$ cat src/rtl/mips_pkg.sv
// Shared decode constants, multiply/divide state encoding and sign helpers.
// Operands are reduced to magnitudes before iterating; results get their sign back afterwards.
package mips_pkg;

    localparam logic [5:0] OPCODE_RTYPE = 6'h00;

    localparam logic [5:0] FUNCT_MFHI  = 6'h10;
    localparam logic [5:0] FUNCT_MTHI  = 6'h11;
    localparam logic [5:0] FUNCT_MFLO  = 6'h12;
    localparam logic [5:0] FUNCT_MTLO  = 6'h13;
    localparam logic [5:0] FUNCT_MULT  = 6'h18;
    localparam logic [5:0] FUNCT_MULTU = 6'h19;
    localparam logic [5:0] FUNCT_DIV   = 6'h1A;
    localparam logic [5:0] FUNCT_DIVU  = 6'h1B;

    typedef enum logic {
        MD_IDLE = 1'b0,
        MD_BUSY = 1'b1
    } md_state_t;

    function automatic logic [31:0] md_mag(input logic [31:0] v, input logic is_signed);
        return (is_signed && v[31]) ? (~v + 32'd1) : v;
    endfunction

    // Multiply: neg_lo flips the whole 64-bit product. Divide: neg_lo flips the
    // quotient (LO) and neg_hi flips the remainder (HI) independently.
    function automatic logic [63:0] md_post(input logic [63:0] res, input logic is_div,
                                            input logic neg_lo, input logic neg_hi);
        logic [63:0] r;
        r = res;
        if (!is_div) begin
            if (neg_lo) r = ~res + 64'd1;
        end else begin
            if (neg_lo) r[31:0]  = ~res[31:0] + 32'd1;
            if (neg_hi) r[63:32] = ~res[63:32] + 32'd1;
        end
        return r;
    endfunction

endpackage

$ cat src/rtl/md_iter_core.sv
// 32-step unsigned shift-add multiplier / restoring divider; start in IDLE, done pulses on the last BUSY cycle.
// Latency 32 cycles (1 for divide-by-zero); a start while BUSY is ignored, the caller must hold off.
module md_iter_core
    import mips_pkg::*;
(
    input  logic        clk,
    input  logic        rst,
    input  logic        i_start,
    input  logic        i_is_div,
    input  logic        i_div_zero,
    input  logic [31:0] i_a,
    input  logic [31:0] i_b,
    output logic        o_busy,
    output logic        o_done,
    output logic [63:0] o_res
);

    md_state_t   r_state;
    md_state_t   w_state_nxt;
    logic [4:0]  r_cnt;
    logic [63:0] r_acc;
    logic [31:0] r_opnd;
    logic        r_is_div;
    logic        r_div_zero;

    logic [32:0] w_sum;
    logic [31:0] w_diff;
    logic        w_ge;
    logic [63:0] w_acc_step;
    logic        w_last;

    // r_acc holds {HI,LO} for multiply and {remainder,quotient} for divide.
    always_comb begin
        w_sum      = {1'b0, r_acc[63:32]} + (r_acc[0] ? {1'b0, r_opnd} : 33'd0);
        w_ge       = (r_acc[63:31] >= {1'b0, r_opnd});
        w_diff     = r_acc[62:31] - r_opnd;
        w_acc_step = {w_sum, r_acc[31:1]};
        if (r_is_div) begin
            w_acc_step = w_ge ? {w_diff, r_acc[30:0], 1'b1} : {r_acc[62:0], 1'b0};
        end
        w_last = r_div_zero || (r_cnt == 5'd31);
        o_res  = r_div_zero ? r_acc : w_acc_step;
    end

    always_ff @(posedge clk or negedge rst) begin
        if (!rst) r_state <= MD_IDLE;
        else      r_state <= w_state_nxt;
    end

    always_comb begin
        w_state_nxt = r_state;
        o_busy      = 1'b0;
        o_done      = 1'b0;
        case (r_state)
            MD_IDLE: begin
                if (i_start) w_state_nxt = MD_BUSY;
            end
            MD_BUSY: begin
                o_busy = 1'b1;
                if (w_last) begin
                    o_done      = 1'b1;
                    w_state_nxt = MD_IDLE;
                end
            end
            default: w_state_nxt = MD_IDLE;
        endcase
    end

    always_ff @(posedge clk or negedge rst) begin
        if (!rst) begin
            r_cnt      <= 5'd0;
            r_acc      <= 64'd0;
            r_opnd     <= 32'd0;
            r_is_div   <= 1'b0;
            r_div_zero <= 1'b0;
        end else if (r_state == MD_IDLE) begin
            if (i_start) begin
                r_cnt      <= 5'd0;
                r_is_div   <= i_is_div;
                r_div_zero <= i_div_zero;
                if (i_div_zero) begin
                    r_acc  <= {i_a, 32'hFFFF_FFFF};
                    r_opnd <= 32'd0;
                end else if (i_is_div) begin
                    r_acc  <= {32'd0, i_a};
                    r_opnd <= i_b;
                end else begin
                    r_acc  <= {32'd0, i_b};
                    r_opnd <= i_a;
                end
            end
        end else if (!r_div_zero) begin
            r_acc <= w_acc_step;
            r_cnt <= r_cnt + 5'd1;
        end
    end

endmodule

$ cat src/rtl/ex_muldiv_unit.sv
// EX-stage MULT/DIV with HI/LO: decodes the EX instruction, launches the iterative core, serves MF/MT HI/LO.
// Ops run 32 cycles in the background; mdStall holds the pipe only when a md instruction meets a busy unit.
module ex_muldiv_unit
    import mips_pkg::*;
(
    input  logic        clk,
    input  logic        rst,
    input  logic [31:0] instr_EX,
    input  logic [31:0] regFileDataOne_EX,
    input  logic [31:0] regFileDataTwo_EX,
    output logic [31:0] hiLoData_EX,
    output logic        hiLoSel_EX,
    output logic        mdStall,
    output logic        mdBusy
);

    logic        w_rtype;
    logic [5:0]  w_funct;
    logic        w_is_mfhi, w_is_mthi, w_is_mflo, w_is_mtlo;
    logic        w_is_mul, w_is_div, w_is_muldiv, w_is_md;
    logic        w_signed, w_div_zero, w_start;
    logic        w_neg_lo, w_neg_hi;
    logic [31:0] w_a, w_b;
    logic        w_core_busy, w_core_done;
    logic [63:0] w_core_res, w_post;
    logic        w_unused_instr;

    logic [31:0] r_hi, r_lo;
    logic        r_neg_lo, r_neg_hi, r_is_div;

    assign w_unused_instr = ^instr_EX[25:6];

    always_comb begin
        w_rtype     = (instr_EX[31:26] == OPCODE_RTYPE);
        w_funct     = instr_EX[5:0];
        w_is_mfhi   = w_rtype && (w_funct == FUNCT_MFHI);
        w_is_mthi   = w_rtype && (w_funct == FUNCT_MTHI);
        w_is_mflo   = w_rtype && (w_funct == FUNCT_MFLO);
        w_is_mtlo   = w_rtype && (w_funct == FUNCT_MTLO);
        w_is_mul    = w_rtype && ((w_funct == FUNCT_MULT) || (w_funct == FUNCT_MULTU));
        w_is_div    = w_rtype && ((w_funct == FUNCT_DIV)  || (w_funct == FUNCT_DIVU));
        w_signed    = w_rtype && ((w_funct == FUNCT_MULT) || (w_funct == FUNCT_DIV));
        w_is_muldiv = w_is_mul || w_is_div;
        w_is_md     = w_is_muldiv || w_is_mfhi || w_is_mthi || w_is_mflo || w_is_mtlo;
        w_div_zero  = w_is_div && (regFileDataTwo_EX == 32'd0);
        // Divide-by-zero passes rs through untouched so it lands in HI unsigned-as-is.
        w_a         = w_div_zero ? regFileDataOne_EX : md_mag(regFileDataOne_EX, w_signed);
        w_b         = md_mag(regFileDataTwo_EX, w_signed);
        w_neg_lo    = !w_div_zero && w_signed && (regFileDataOne_EX[31] ^ regFileDataTwo_EX[31]);
        w_neg_hi    = !w_div_zero && w_signed && w_is_div && regFileDataOne_EX[31];
        mdBusy      = w_core_busy;
        mdStall     = w_core_busy && w_is_md;
        w_start     = w_is_muldiv && !w_core_busy;
        hiLoSel_EX  = w_is_mfhi || w_is_mflo;
        hiLoData_EX = w_is_mfhi ? r_hi : (w_is_mflo ? r_lo : 32'd0);
        w_post      = md_post(w_core_res, r_is_div, r_neg_lo, r_neg_hi);
    end

    md_iter_core u_core (
        .clk        (clk),
        .rst        (rst),
        .i_start    (w_start),
        .i_is_div   (w_is_div),
        .i_div_zero (w_div_zero),
        .i_a        (w_a),
        .i_b        (w_b),
        .o_busy     (w_core_busy),
        .o_done     (w_core_done),
        .o_res      (w_core_res)
    );

    always_ff @(posedge clk or negedge rst) begin
        if (!rst) begin
            r_neg_lo <= 1'b0;
            r_neg_hi <= 1'b0;
            r_is_div <= 1'b0;
        end else if (w_start) begin
            r_neg_lo <= w_neg_lo;
            r_neg_hi <= w_neg_hi;
            r_is_div <= w_is_div;
        end
    end

    // MT* cannot collide with done: while busy any md instruction is stalled.
    always_ff @(posedge clk or negedge rst) begin
        if (!rst) begin
            r_hi <= 32'd0;
            r_lo <= 32'd0;
        end else if (w_core_done) begin
            r_hi <= w_post[63:32];
            r_lo <= w_post[31:0];
        end else if (!mdStall) begin
            if (w_is_mthi) r_hi <= regFileDataOne_EX;
            if (w_is_mtlo) r_lo <= regFileDataOne_EX;
        end
    end

endmodule

$ cat config.mk
export PLATFORM = sky130hd
export DESIGN_NAME = ex_muldiv_unit
export DESIGN_NICKNAME = d
export VERILOG_FILES = /design/src/rtl/mips_pkg.sv /design/src/rtl/md_iter_core.sv /design/src/rtl/ex_muldiv_unit.sv
export SDC_FILE = /design/constraint.sdc
export NUM_CORES = 1
export LEC_CHECK = 0
export CAP_MARGIN = 40
export CORE_MARGIN = 2
export CORE_UTILIZATION = 28
export CTS_CLUSTER_DIAMETER = 60
export CTS_CLUSTER_SIZE = 25
export DETAILED_ROUTE_END_ITERATION = 7
export GPL_TIMING_DRIVEN = 0
export PLACE_DENSITY_LB_ADDON = 0.05
export SLEW_MARGIN = 20
export SYNTH_ARGS = -nofsm -noshare
export SYNTH_HDL_FRONTEND = slang
export SYNTH_SLANG_ARGS = --single-unit
$ cat constraint.sdc
create_clock -name clk -period 6 [get_ports clk]
set_clock_uncertainty 0.2 [all_clocks]
set_input_delay 1.8 -clock clk [delete_from_list [all_inputs] [get_ports clk]]
set_output_delay 1.8 -clock clk [all_outputs]
set_load 0.1 [all_outputs]
* After elaboration in Yosys (flattened, before gate mapping)
Index checks and enable logic that the tools add are counted.
** Storage, ports and cells
- Register bits after elaboration :: 171
- Input bits :: 98
- Output and inout port bits :: 35
- Word-level logic and storage cells :: 109
** Operators by class
- $add $sub $neg :: 8
- Order comparisons :: 1
- Equality and inequality tests :: 11
- Multiplexer cells :: 34
- Bitwise gates (word level) :: 7
- Reduce and logical (&&, ||, !) cells :: 37
** Operator list (count)
- 32-bit two-way mux :: 17
- 64-bit two-way mux :: 8
- 32-bit by 1-bit adder with 32-bit output (second input constant) :: 4
- 32-bit NOT :: 4
- 64-bit by 1-bit adder with 64-bit output (second input constant) :: 1
- 64-bit NOT :: 1
- 6-bit by 5-bit == test with 1-bit output (second input constant) :: 8
- 32-bit by 33-bit adder with 33-bit output :: 1
- 33-bit by 32-bit >= comparator with 1-bit output :: 1
- 32-bit zero test :: 1
- 32-bit subtractor :: 1
- 1-bit logical AND :: 16
- 5-bit two-way mux :: 3
- 1-bit logical OR :: 10
- 2-bit AND reduction :: 4
- 6-bit zero test :: 1
- 2-bit nonzero test :: 3
- 5-bit by 1-bit adder with 5-bit output (second input constant) :: 1
- 5-bit == test (second input constant) :: 1
- 1-bit two-way mux :: 5
- 1-bit zero test :: 2
- 2-bit by 1-bit != test with 1-bit output (second input constant) :: 1
- 2-bit != test (second input constant) :: 1
- 1-bit case mux with 2 select lines :: 1
- other kinds (2) :: 2

* Longest topological paths before layout
- Depth in word-level cells :: 11
- Gate-level depth with buffers :: 22

* By module
Synthesis repeated with hierarchy kept, for this count alone.
** Second synthesis, totals
- Cells, all modules :: 2292
- Area total of the unflattened synthesis :: 17603.1 um2
** By module, submodules not included
- md_iter_core :: instances 1, cells an instance 1340, area an instance 10445.0 um2, sequential area each 2602.5 um2
- ex_muldiv_unit :: instances 1, cells an instance 952, area an instance 7158.1 um2, sequential area each 1676.6 um2

* Worst setup path before layout
No wires, ideal clock.
- Path type :: input to output
- From :: input port instr_EX[1]
- To :: output port hiLoData_EX[10]
- Data arrival time :: 4198 ps
- Data required time :: 4000 ps
- Slack :: -198 ps
- Stages :: 5
- Path buffers :: 3
- Cells stage by stage :: clkbuf_1 > clkbuf_1 > clkbuf_1 > mux2i_1 > nor2_1
** On the way
- Word-level cells in the longest chain between the ends :: 4
** Ends and longest elaborated chain
- from (decl) :: line ex_muldiv_unit.sv:8 : input logic [31:0] instr_EX,
- 6-bit by 5-bit == test with 1-bit output :: line ex_muldiv_unit.sv:38 : w_is_mflo = w_rtype && (w_funct == FUNCT_MFLO);
- 1-bit logical AND :: line ex_muldiv_unit.sv:38
- 32-bit two-way mux :: line ex_muldiv_unit.sv:55 : hiLoData_EX = w_is_mfhi ? r_hi : (w_is_mflo ? r_lo : 32'd0);
- 32-bit two-way mux * :: line ex_muldiv_unit.sv:55
- to (decl) :: line ex_muldiv_unit.sv:11 : output logic [31:0] hiLoData_EX,
Every way passes the cells marked *; elsewhere a longest branch is shown, timed or not.

* Worst setup path in the final report
- From :: input port instr_EX[27]
- To :: output port hiLoData_EX[29]
** On the way
- Word-level cells in the longest chain between the ends :: 4
** Ends and longest elaborated chain
- 6-bit zero test * :: line ex_muldiv_unit.sv:34 : w_rtype = (instr_EX[31:26] == OPCODE_RTYPE);
- 1-bit logical AND :: line ex_muldiv_unit.sv:38
- 32-bit two-way mux :: line ex_muldiv_unit.sv:55
- 32-bit two-way mux * :: line ex_muldiv_unit.sv:55
Marks and branches as above.

==> impl_table.tex <==
\begin{tabular}{lr}
\hline
Metric & Value \\
\hline
\multicolumn{2}{l}{\textbf{Synth}} \\
\quad Arithmetic-cell share of the synthesized area counting full adders, half adders and majority gates & under 10\% \\
\quad Netlist Area Pre-Place & approximately 0.017 mm\^{}2 \\
\quad Proportion of synthesized chip area in sequential cells & between 20\% and 30\% \\
\quad Post-synthesis compound-gate area fraction & between 20 and 30\% \\
\quad Proportion of synthesized area in mux cells & roughly 7.6\% \\
\quad Area contributors post-synth & sky130\_fd\_sc\_hd\_\_dfrtp\_1 (25\%), sky130\_fd\_sc\_hd\_\_o21ai\_0 (7.2\%), sky130\_fd\_sc\_hd\_\_mux2i\_1 (6.6\%) \\
\quad Post-synth EDFFs & 0 \\
\quad Mean instance size in the synthesized netlist & $\sim$7.7 um\^{}2 \\
\quad Simple-Gate Fraction of Synth Area & 19.9\% \\
\quad Post-synthesis async set-or-reset flop share & between 90\% and 100\% \\
\quad Synthesized instance count & 2237 \\
\quad Primary flip-flop cell chosen by synthesis mapping & sky130\_fd\_sc\_hd\_\_dfrtp\_1 \\
\quad Library cell with the largest summed area after synthesis & sky130\_fd\_sc\_hd\_\_dfrtp\_1 \\
\quad Mapped Nets & about 2400 \\
\quad Area share of xor/xnor cells in the synthesized design & under 10\% \\
\quad Number of library cell types mapped by synthesis & 95 \\
\quad Main combinational cell family by area after synthesis & compound AO/OA/AOI/OAI gates \\
\quad Yosys warnings & 0 \\
\quad Seq cells post-synth & 170 \\
\quad Synth top area share & between 20 and 25\% \\
\multicolumn{2}{l}{\textbf{Clock network}} \\
\quad CTS root buffer & sky130\_fd\_sc\_hd\_\_clkbuf\_16 \\
\quad TritonCTS clock tree & done \\
\quad Insertion delay to the later sink of the worst-skew pair & $\sim$0.50 ns \\
\quad H-tree levels & 4 \\
\quad Number of buffers inserted during clock tree synthesis & 17 \\
\quad Sinks on Clock Net & 170 \\
\quad Maximum clock path buffer count & 2 \\
\quad Clock transition at the registers of the reported paths & approximately 0.080 ns \\
\quad Number of hold buffers added after cts & 0 \\
\multicolumn{2}{l}{\textbf{STA}} \\
\quad Fin Setup TNS & 0 ns \\
\quad Worst slack on hold paths & 0.296 ns \\
\quad Part of the cycle the worst path needs & $\sim$100\% \\
\quad Slew @ Worst Pin & between 0.9 and 1 ns \\
\quad Max frequency & $\sim$0.17 GHz \\
\quad Shortest clock period the worst path allows after layout & between 5 and 6 ns \\
\quad Max-slew violations & 0 \\
\quad Finish-stage setup viols & 0 \\
\quad Slew HR & 37.6\% \\
\quad Setup repair after global routing missed its margin & yes \\
\quad Hold Vio Cnt, Final & 0 \\
\multicolumn{2}{l}{\textbf{Pwr}} \\
\quad Maximum ir drop on the vdd rail & between 200 and 300 uV \\
\quad Total power density per cell area & 442 mW/mm\^{}2 \\
\quad Leakage power summed over all cells & between 8 and 9 nW \\
\quad Power after layout & 0.00922 W \\
\multicolumn{2}{l}{\textbf{Global routing}} \\
\quad Wire length of the first global-routing pass & about 130 mm \\
\quad Via count of the first global-routing pass & 18300 \\
\quad Total routing resource utilization after global routing & 29.1\% \\
\quad Total global routing overflow & 0 \\
\quad Largest net degree at the start of global routing & 79 \\
\quad Antenna violations before repair & 8 \\
\multicolumn{2}{l}{\textbf{Cells and area}} \\
\quad Most common cell after layout, fill and taps aside & sky130\_fd\_sc\_hd\_\_o21ai\_0 \\
\quad Commonest non-fill, non-tap cells in the layout & sky130\_fd\_sc\_hd\_\_o21ai\_0 (243), sky130\_fd\_sc\_hd\_\_nand2\_1 (238), sky130\_fd\_sc\_hd\_\_dfrtp\_1 (167) \\
\quad Fraction of final layout cells sized beyond drive strength 1 & about a tenth \\
\quad Number of fillers in the final layout & roughly 6500 \\
\quad Count of antenna diodes in the layout & 0 \\
\quad FF/Latch Area & 0.00426 mm\^{}2 \\
\quad Number of nets in the finished design & $\sim$2600 \\
\quad Layout-stage area growth over the synthesis result & 21.5\% \\
\quad Multi-input combinational cell area & approximately 0.012 mm\^{}2 \\
\multicolumn{2}{l}{\textbf{Drt}} \\
\quad Number of vias per cell & around 6.0 \\
\quad Final antenna-violating net count & 0 \\
\quad Number of remaining DRC errors & 0 \\
\quad Number of DRC violations after detailed-routing iteration 0 & around 1700 \\
\quad Average wire per cell in the routed design & $\sim$29 um \\
\quad Detailed Routing Iterations Pass 1 & 6 \\
\quad Number of vias after detailed routing & 19000 \\
\quad Aggregate routed wire length & 93.4 mm \\
\multicolumn{2}{l}{\textbf{Floorplan}} \\
\quad Initial cell density of the core & between 20 and 30\% \\
\quad Core Box Area & between 0.06 and 0.07 mm\^{}2 \\
\quad Die Height & 252 um \\
\quad Die X-Extent & about 250 um \\
\quad Area enclosed by the die boundary & around 0.063 mm\^{}2 \\
\quad Number of top-level design ports & 133 \\
\quad Num rows & 90 \\
\multicolumn{2}{l}{\textbf{Worst setup path}} \\
\quad Type of element launching the critical path & input pin \\
\quad Reg-to-reg critical path endpoint & r\_hi[4]\$\_DFFE\_PN0P\_ \\
\quad Data arrival, critical path & roughly 4 ns \\
\quad Slack of the worst reg-to-reg path & approximately 0.11 ns \\
\quad Most frequent cell on the critical path & sky130\_fd\_sc\_hd\_\_buf\_4 \\
\quad Class of the most critical setup path & in -> out \\
\quad R2R depth & 21 \\
\quad Launch instance of the worst register-to-register path & u\_core.r\_div\_zero\$\_DFFE\_PN0P\_ \\
\quad Library cell contributing the largest single delay on the critical path & sky130\_fd\_sc\_hd\_\_or3\_4 \\
\quad Kind of capture point of the worst setup path & output pin \\
\quad Cells along the critical path & clkdlybuf4s50\_1 -> nor4\_2 -> nand4b\_1 -> buf\_4 -> or3\_4 -> buf\_4 -> buf\_8 -> nor2\_1 -> buf\_12 \\
\quad Delay of the slowest cell on the worst path & 0.43 ns \\
\quad Buffer and inverter count on the worst path & 5 \\
\quad Critical Path RT & 4.00 ns \\
\quad Kind of cell adding the most delay to the critical path & buffers and inverters \\
\quad CP Max Fanout & 10 \\
\multicolumn{2}{l}{\textbf{Placement}} \\
\quad Count of input and output buffers & 102 \\
\quad Final HPWL DP & around 76 mm \\
\quad Routability-driven placement congestion ratio & about 0.96 \\
\multicolumn{2}{l}{\textbf{Status}} \\
\quad Status & complete, no violations \\
\multicolumn{2}{l}{\textbf{Hold path}} \\
\quad Class of the tightest hold or removal check & reg -> reg \\
\quad Launch instance of the worst min-delay path & r\_hi[1]\$\_DFFE\_PN0P\_ \\
\quad Worst hold stages & 2 \\
\quad Endpoint, Worst Hold & r\_hi[1]\$\_DFFE\_PN0P\_ \\
\multicolumn{2}{l}{\textbf{Job}} \\
\quad Max-cap violations & 0 \\
\hline
\end{tabular}
report_power, final:
part	switching (W)	internal [W]
Sequential	0.000499	0.00138
Combinational	0.00386	0.00215
Clock	0.000576	0.000760
per-layer routing:
layer	global-route usage (%)	part of all wire, %	wire length, um
met5	0	0.013	12
met4	9.47	2.8	2660
met3	5.61	6.6	6160
met2	45.5	45	41900
met1	40.1	46	42700
stage by stage:
stage	setup WS, ns	instance area [um^2]	cells	util, %
2_1_floorplan	-0.198	17200	2237	-
3_3_place_gp	-5.38	19200	3121	31.7
3_5_place_dp	-2.11	19900	3166	33.0
4_1_cts	-0.245	20700	3186	34.3
5_1_grt	-0.0612	20900	3186	34.5
6_report	0.00977	20900	3186	34.5
tightest hold or removal path: cells and delay by family, from the launching register on:
family | cells | cell delay, ns
simple gates | 1 | 0.05
flops | 1 | 0.35
compound gates | 1 | 0.06
synthesized netlist by cell type, types with 23 or more instances:
cell type,instances
sky130_fd_sc_hd__clkbuf_1,117
sky130_fd_sc_hd__a21oi_1,167
sky130_fd_sc_hd__o211ai_1,32
sky130_fd_sc_hd__o21a_1,25
sky130_fd_sc_hd__ha_1,70
sky130_fd_sc_hd__dfrtp_1,170
sky130_fd_sc_hd__xnor2_1,90
sky130_fd_sc_hd__a22oi_1,33
sky130_fd_sc_hd__xor2_1,70
sky130_fd_sc_hd__mux2i_1,114
sky130_fd_sc_hd__o31ai_1,34
sky130_fd_sc_hd__o21ai_0,246
sky130_fd_sc_hd__nor3_1,46
sky130_fd_sc_hd__nand2_1,238
sky130_fd_sc_hd__a21o_1,23
sky130_fd_sc_hd__inv_1,70
sky130_fd_sc_hd__nor2_1,167
sky130_fd_sc_hd__nand3_1,48
sky130_fd_sc_hd__a221oi_1,36
sky130_fd_sc_hd__and2_1,38
sky130_fd_sc_hd__nand4_1,39
final cells by class:
cell class              count  share of cell area, %
plain buffers             154                   3.50
clock buffers              18                   2.10
clock inverters            14                   1.09
inverters                  72                   1.29
multi-input cells        1837                   58.4
flip-flops and latches    170                   20.4
well taps                 782                   4.69
repair buffers            139                   8.52
cells by family after synthesis:
family / count (synthesis)
AOI/OAI and AO/OA: 772
and+or+nand+nor: 705
buffers and inverters: 230
DFF: 170
xor gates and xnor gates: 160
muxes: 128
adders and majority gates: 72
state kept, by name, summed over array words and instances, names as in the netlist:
register and flops:
u_core.r_opnd 32, r_neg_lo 1, u_core.r_cnt 5, u_core.r_acc 64
u_core.r_div_zero 1, r_lo 32, u_core.r_state 1, r_is_div 1
r_neg_hi 1, r_hi 32
repair_timing:
| action | 4_1_cts | 5_1_grt |
|---|---|---|
| setup endpoints to repair | 73 | 106 |
| setup buffers | 10 | 11 |
| pin swaps | 5 | 6 |
| gates resized for setup | 71 | 58 |
worst max path at each step:
stage | start | endpoint | cells after the start | slack, ns
floorplan | instr_EX[1] | hiLoData_EX[11] | 5 | -0.20
global placement | rst | r_lo[8]$_DFFE_PN0P_ | 1 | -5.38
detailed placement | u_core.r_div_zero$_DFFE_PN0P_ | r_hi[20]$_DFFE_PN0P_ | 20 | -2.11
CTS | instr_EX[27] | hiLoData_EX[22] | 8 | -0.25
global route | instr_EX[27] | hiLoData_EX[30] | 9 | -0.06
finish | instr_EX[27] | hiLoData_EX[29] | 9 | 0.01
Note: power is estimated with default switching activity, not from simulation.
